### src/rtl/button_conditioner.sv
// Purpose: synchronise, debounce and edge-detect active-low push buttons, with hold detect and auto-repeat.
// Latency: a pin change seen from sampling edge k+1 reaches btn_level/btn_press at edge k+DEBOUNCE_CYCLES+2.
// Backpressure: none; every output is a registered level or a one-cycle pulse, and the consumer must take it.
module button_conditioner #(
    parameter int N_BTN           = 4,
    parameter int DEBOUNCE_CYCLES = 4,
    parameter int HOLD_CYCLES     = 32,
    parameter int REPEAT_CYCLES   = 8
) (
    input  logic             clk,
    input  logic             reset,
    input  logic [N_BTN-1:0] btn_n,
    output logic [N_BTN-1:0] btn_level,
    output logic [N_BTN-1:0] btn_press,
    output logic [N_BTN-1:0] btn_release,
    output logic [N_BTN-1:0] btn_hold,
    output logic             any_press
);

    localparam int DW   = $clog2(DEBOUNCE_CYCLES) + 1;
    localparam int HMAX = (HOLD_CYCLES > REPEAT_CYCLES) ? HOLD_CYCLES : REPEAT_CYCLES;
    localparam int HW   = $clog2(HMAX + 1);

    localparam logic [DW-1:0] D_LAST = DW'(DEBOUNCE_CYCLES - 1);
    localparam logic [HW-1:0] H_LAST = HW'(HOLD_CYCLES - 1);
    // With auto-repeat disabled this constant is never compared against.
    localparam logic [HW-1:0] R_LAST = (REPEAT_CYCLES > 0) ? HW'(REPEAT_CYCLES - 1) : '0;

    logic [N_BTN-1:0] sync1;
    logic [N_BTN-1:0] sync2;
    logic [N_BTN-1:0] s;

    logic [DW-1:0] dcnt     [N_BTN];
    logic [DW-1:0] dcnt_nxt [N_BTN];
    logic [HW-1:0] hcnt     [N_BTN];
    logic [HW-1:0] hcnt_nxt [N_BTN];

    logic [N_BTN-1:0] level_nxt;
    logic [N_BTN-1:0] press_nxt;
    logic [N_BTN-1:0] release_nxt;
    logic [N_BTN-1:0] hold_nxt;

    // Synchronised pin, flipped to active-high.
    assign s = ~sync2;

    // Per-channel next state: debounce first, then hold/repeat timing on the debounced level.
    always_comb begin
        for (int i = 0; i < N_BTN; i++) begin
            dcnt_nxt[i]    = dcnt[i];
            hcnt_nxt[i]    = hcnt[i];
            level_nxt[i]   = btn_level[i];
            press_nxt[i]   = 1'b0;
            release_nxt[i] = 1'b0;
            hold_nxt[i]    = btn_hold[i];

            // Debounce: a bounce back to the current level throws away all progress.
            if (s[i] == btn_level[i]) begin
                dcnt_nxt[i] = '0;
            end else if (dcnt[i] == D_LAST) begin
                dcnt_nxt[i]    = '0;
                level_nxt[i]   = s[i];
                press_nxt[i]   = s[i];
                release_nxt[i] = ~s[i];
            end else begin
                dcnt_nxt[i] = dcnt[i] + 1'b1;
            end

            // Hold/repeat: idle while released, restart on press, drop hold on the release edge.
            if (!btn_level[i] || !level_nxt[i]) begin
                hcnt_nxt[i] = '0;
                hold_nxt[i] = 1'b0;
            end else if (!btn_hold[i]) begin
                if (hcnt[i] == H_LAST) begin
                    hcnt_nxt[i] = '0;
                    hold_nxt[i] = 1'b1;
                end else begin
                    hcnt_nxt[i] = hcnt[i] + 1'b1;
                end
            end else if (REPEAT_CYCLES > 0) begin
                if (hcnt[i] == R_LAST) begin
                    hcnt_nxt[i]  = '0;
                    press_nxt[i] = 1'b1;
                end else begin
                    hcnt_nxt[i] = hcnt[i] + 1'b1;
                end
            end
            // Auto-repeat disabled: hcnt simply parks where it is.
        end
    end

    // Register synchronisers, counters and all outputs; reset looks like every button released.
    always_ff @(posedge clk or posedge reset) begin
        if (reset) begin
            sync1       <= '1;
            sync2       <= '1;
            btn_level   <= '0;
            btn_press   <= '0;
            btn_release <= '0;
            btn_hold    <= '0;
            any_press   <= 1'b0;
            for (int i = 0; i < N_BTN; i++) begin
                dcnt[i] <= '0;
                hcnt[i] <= '0;
            end
        end else begin
            sync1       <= btn_n;
            sync2       <= sync1;
            btn_level   <= level_nxt;
            btn_press   <= press_nxt;
            btn_release <= release_nxt;
            btn_hold    <= hold_nxt;
            any_press   <= |press_nxt;
            for (int i = 0; i < N_BTN; i++) begin
                dcnt[i] <= dcnt_nxt[i];
                hcnt[i] <= hcnt_nxt[i];
            end
        end
    end

endmodule

### config.mk
export PLATFORM = sky130hd
export DESIGN_NAME = button_conditioner
export DESIGN_NICKNAME = d
export VERILOG_FILES = /design/src/rtl/button_conditioner.sv
export SDC_FILE = /design/constraint.sdc
export NUM_CORES = 1
export LEC_CHECK = 0
export CAP_MARGIN = 20
export CORE_ASPECT_RATIO = 1.75
export CORE_UTILIZATION = 50
export CTS_CLUSTER_DIAMETER = 200
export DETAILED_ROUTE_END_ITERATION = 8
export GPL_TIMING_DRIVEN = 0
export PLACE_DENSITY_LB_ADDON = 0.05
export SLEW_MARGIN = 20
export SYNTH_ARGS = -nofsm -noshare
export SYNTH_HDL_FRONTEND = slang
export SYNTH_SLANG_ARGS = --single-unit
### constraint.sdc
create_clock -name clk -period 2.3 [get_ports clk]
set_clock_uncertainty 0.15 [all_clocks]
set_input_delay 0.69 -clock clk [delete_from_list [all_inputs] [get_ports clk]]
set_output_delay 0.69 -clock clk [all_outputs]
set_load 0.1 [all_outputs]
==> results by group <==
Place
  • DP Area: 2800 um^2
  • DP Worst Slack: -161.7 ps
  • HPWL Detailed: a little over 3000 um
  • Routability congestion estimate from global placement: about 0.82
  • Port bufs: 22

Worst setup path
  • Kind of critical path: reg -> out
  • Critical Path RT: 1460 ps
  • CP Launch Point: btn_level[2]
  • Crit path max-delay family: buffers and inverters
  • Worst reg2reg startpoint: dcnt[9]
  • Critical-path top delay cell: clkdlybuf4s15_2
  • WP data arrival: approximately 1400 ps
  • WP buf/inv: 1
  • CP max FO: 7
  • Max incr delay on CP: ~590 ps
  • Crit-path cells: clkdlybuf4s15_2
  • Startpoint types: flop
  • CP endpoint kind: primary output

Synthesis
  • Synth Area per Inst: around 12 um^2
  • Yosys top cell area share: 53.24%
  • Post-synth top area cell: dfrtp_1
  • Primary FF master, synth: dfrtp_1
  • Flops & latches, synth: 61
  • Number of synthesized flops with an enable pin: 0
  • Dominant cells by area after synthesis: dfrtp_1 (53%), dfstp_2 (8.4%), nor2_1 (4.8%)
  • Synth Instances: around 220
  • Syn. warnings: 0
  • Syn Nets: 229
  • Async SR Flop Fraction: 100.0%
  • Post-synth cell types: 33
  • Seq/Total Area, Yosys: 61.68%
  • Syn Std Cell Area: between 2000 and 2500 um^2

STA
  • RSZ-0062 raised after global routing: no
  • Final period util: a little under 100%
  • Minimum clock period after layout: approximately 2200 ps
  • Final setup viols: 0
  • Worst-margin pin slew: ~660 ps
  • PnR worst setup slack: between 60 and 70 ps
  • Fmax achieved: approximately 450 MHz
  • Fin. Hold Viols: 0
  • Slew Viols, Final: 0
  • Worst relative slew slack: a little under three fifths

Detailed routing
  • Post-DR vias/cell: between 5 and 6
  • First-pass DRT Iterations: 4
  • Routed WL: ~4300 um
  • DR WL/cell: between 10 and 15 um
  • ANT nets after route: 0
  • Initial DRC Count: 64
  • DRC viols: 0
  • Vias: around 1,700

Cells and area
  • Fillcell total: approximately 370
  • Area added between synthesis and finish: 21.70%
  • Design Area, Final: 3032 um^2
  • FF+latch area: roughly 1500 um^2
  • Share of cells above drive strength 1: 18.50%
  • Area of the multi-input gates: roughly 900 um^2
  • Antenna diode count: 0
  • Fin nets: around 260

Floorplanning
  • Die area: between 5000 and 6000 um^2
  • Die Height: around 95 um
  • Initial Util: between 50% and 60%
  • Ports: 23
  • Die X: about 55 um
  • Rows: 33
  • Std-Cell Core Area: 4748 um^2

Clock tree
  • Clock tree buffer depth: 2
  • Reg clk slew, reported paths: around 60 ps
  • Root buffer cell: clkbuf_8
  • Num CTS Buffers: 9
  • H-tree Lvls: 3
  • TritonCTS clock tree: built
  • Total setup buffers inserted after CTS: 0
  • Clk_lat worst skew: around 340 ps
  • Sink Count: 61

Global routing
  • Grt ovf: 0
  • Initial antenna violation count: 0
  • GRT Overall Usage: a little under a fifth
  • Largest net degree at the start of global routing: 32
  • First-pass GRT wire length: about 7600 um
  • Vias in the first global route: ~1,800

Run status
  • Status: finished clean

Power and ir drop
  • VDD IR-drop max: approximately 900 uV
  • Power Density: ~1200 nW/um^2
  • Lkg Pwr: 1.371 nW

Hold path
  • Hold Crit Class: reg -> reg
  • Hold_sp: sync1[1]

Flow run
  • Max cap viols: 0
## where the power goes
part	internal [W]	leakage, nW	switching [W]
logic	0.000362	0.467	0.000902
clock network	0.000583	0.112	0.000388
registers	0.00130	0.791	0.000165
total	0.00224	1.37	0.00145
## cell usage in the layout (no fill, tap or decap), types with 6 or more instances in the layout
| master | n |
|---|---|
| nor2_1 | 32 |
| dfrtp_1 | 53 |
| nand3_1 | 10 |
| clkdlybuf4s15_2 | 17 |
| a31oi_1 | 6 |
| dfstp_2 | 8 |
| o21ai_0 | 8 |
| clkbuf_8 | 12 |
| inv_1 | 8 |
| nand2_1 | 14 |
| ha_1 | 8 |
| xnor2_1 | 6 |
| xor2_1 | 8 |
| nor3b_1 | 7 |
## per-stage QoR
step | total power (W) | util, % | hold WS (ps) | std cells | setup TNS, ps
2_1_floorplan | 0.002460 | - | 195.2 | 215 | 0
3_3_place_gp | 0.002728 | 58.55 | 195.8 | 289 | -923.5
3_5_place_dp | 0.002780 | 58.97 | 197.5 | 290 | -965.7
4_1_cts | 0.003748 | 63.85 | 206.9 | 306 | 0
5_1_grt | 0.003909 | 63.85 | 210.1 | 306 | 0
6_report | 0.003699 | 63.85 | 205.4 | 306 | 0
## Yosys cell counts, types with 2 or more instances
cell type   n
dfrtp_1    53
or4_1       4
a21o_1      2
dfstp_2     8
nor3b_1     7
nand2_1    14
o21ai_0     8
nand3b_1    5
and2_1      2
mux2i_1     3
ha_1        8
inv_1       9
and3_1      2
nor3_1      4
o31ai_1     3
nor2_1     32
a311oi_1    2
nand3_1    10
xor2_1      8
and3b_1     2
a31oi_1     6
xnor2_1     6
or3b_1      3
a21oi_1     5
## what timing repair did
item	in CTS	in global routing
hold buffers	0	0
endpoints found under the hold margin	0	0
gates resized for setup	51	0
setup endpoints to repair	17	0
## cell families (layout without fill, tap and decap cells)
group	Yosys count	count (layout)	synth area share (%)
AND/OR/NAND/NOR	91	91	19.59
adder cells (fa/ha/maj)	8	8	4.018
AO/OA/AOI/OAI	29	29	7.233
flip-flops	61	61	61.68
buffers and inverters	9	48	1.356
XOR/XNOR	14	14	4.922
multiplexers	3	3	1.205
## worst paths after layout
path / end / slack [ps] / cells past startpoint
worst max-delay path: btn_level[2] / 60 / 1
worst min-delay path: sync2[1] / 210 / 0
worst max register to register: any_press / 420 / 5
worst min register to register: sync2[1] / 210 / 0
max in group asynchronous: sync2[1] / 740 / 3
min in group asynchronous: dcnt[5] / 640 / 2
## flip-flops by register name (all words and copies together) (netlist names)
| register | count |
|---|---|
| any_press | 1 |
| btn_release | 4 |
| sync2 | 4 |
| btn_press | 4 |
| dcnt | 12 |
| btn_hold | 4 |
| btn_level | 4 |
| hcnt | 24 |
| sync1 | 4 |
## metal layers
| metal | track usage (%) | up-vias | routed length (um) | part of all wire, % |
|---|---|---|---|---|
| met4 | 11.46 | 0 | 119 | 2.8 |
| met1 | 20.91 | 849 | 1732 | 41 |
| met3 | 4.749 | 11 | 148 | 3.5 |
| li1 | - | 811 | - | - |
| met5 | 0 | - | 0 | 0 |
| met2 | 32.73 | 33 | 2271 | 53 |
## worst reg2reg max path: cells and delay by family (launching register included)
family                     cells  cell delay (ps)
adders and majority gates      1              230
DFF                            1              380
muxes                          1              140
and+or+nand+nor                3              870
## layout make-up
cell class / instances / share of cell area [%]
Multi-Input combinational cell: 145 / 30.38
Sequential cell: 61 / 50.68
Timing Repair Buffer: 23 / 8.626
Tap cell: 52 / 2.146
Clock inverter: 4 / 1.486
Clock buffer: 12 / 5.448
Inverter: 9 / 1.238
(Power assumes the default switching activity.)
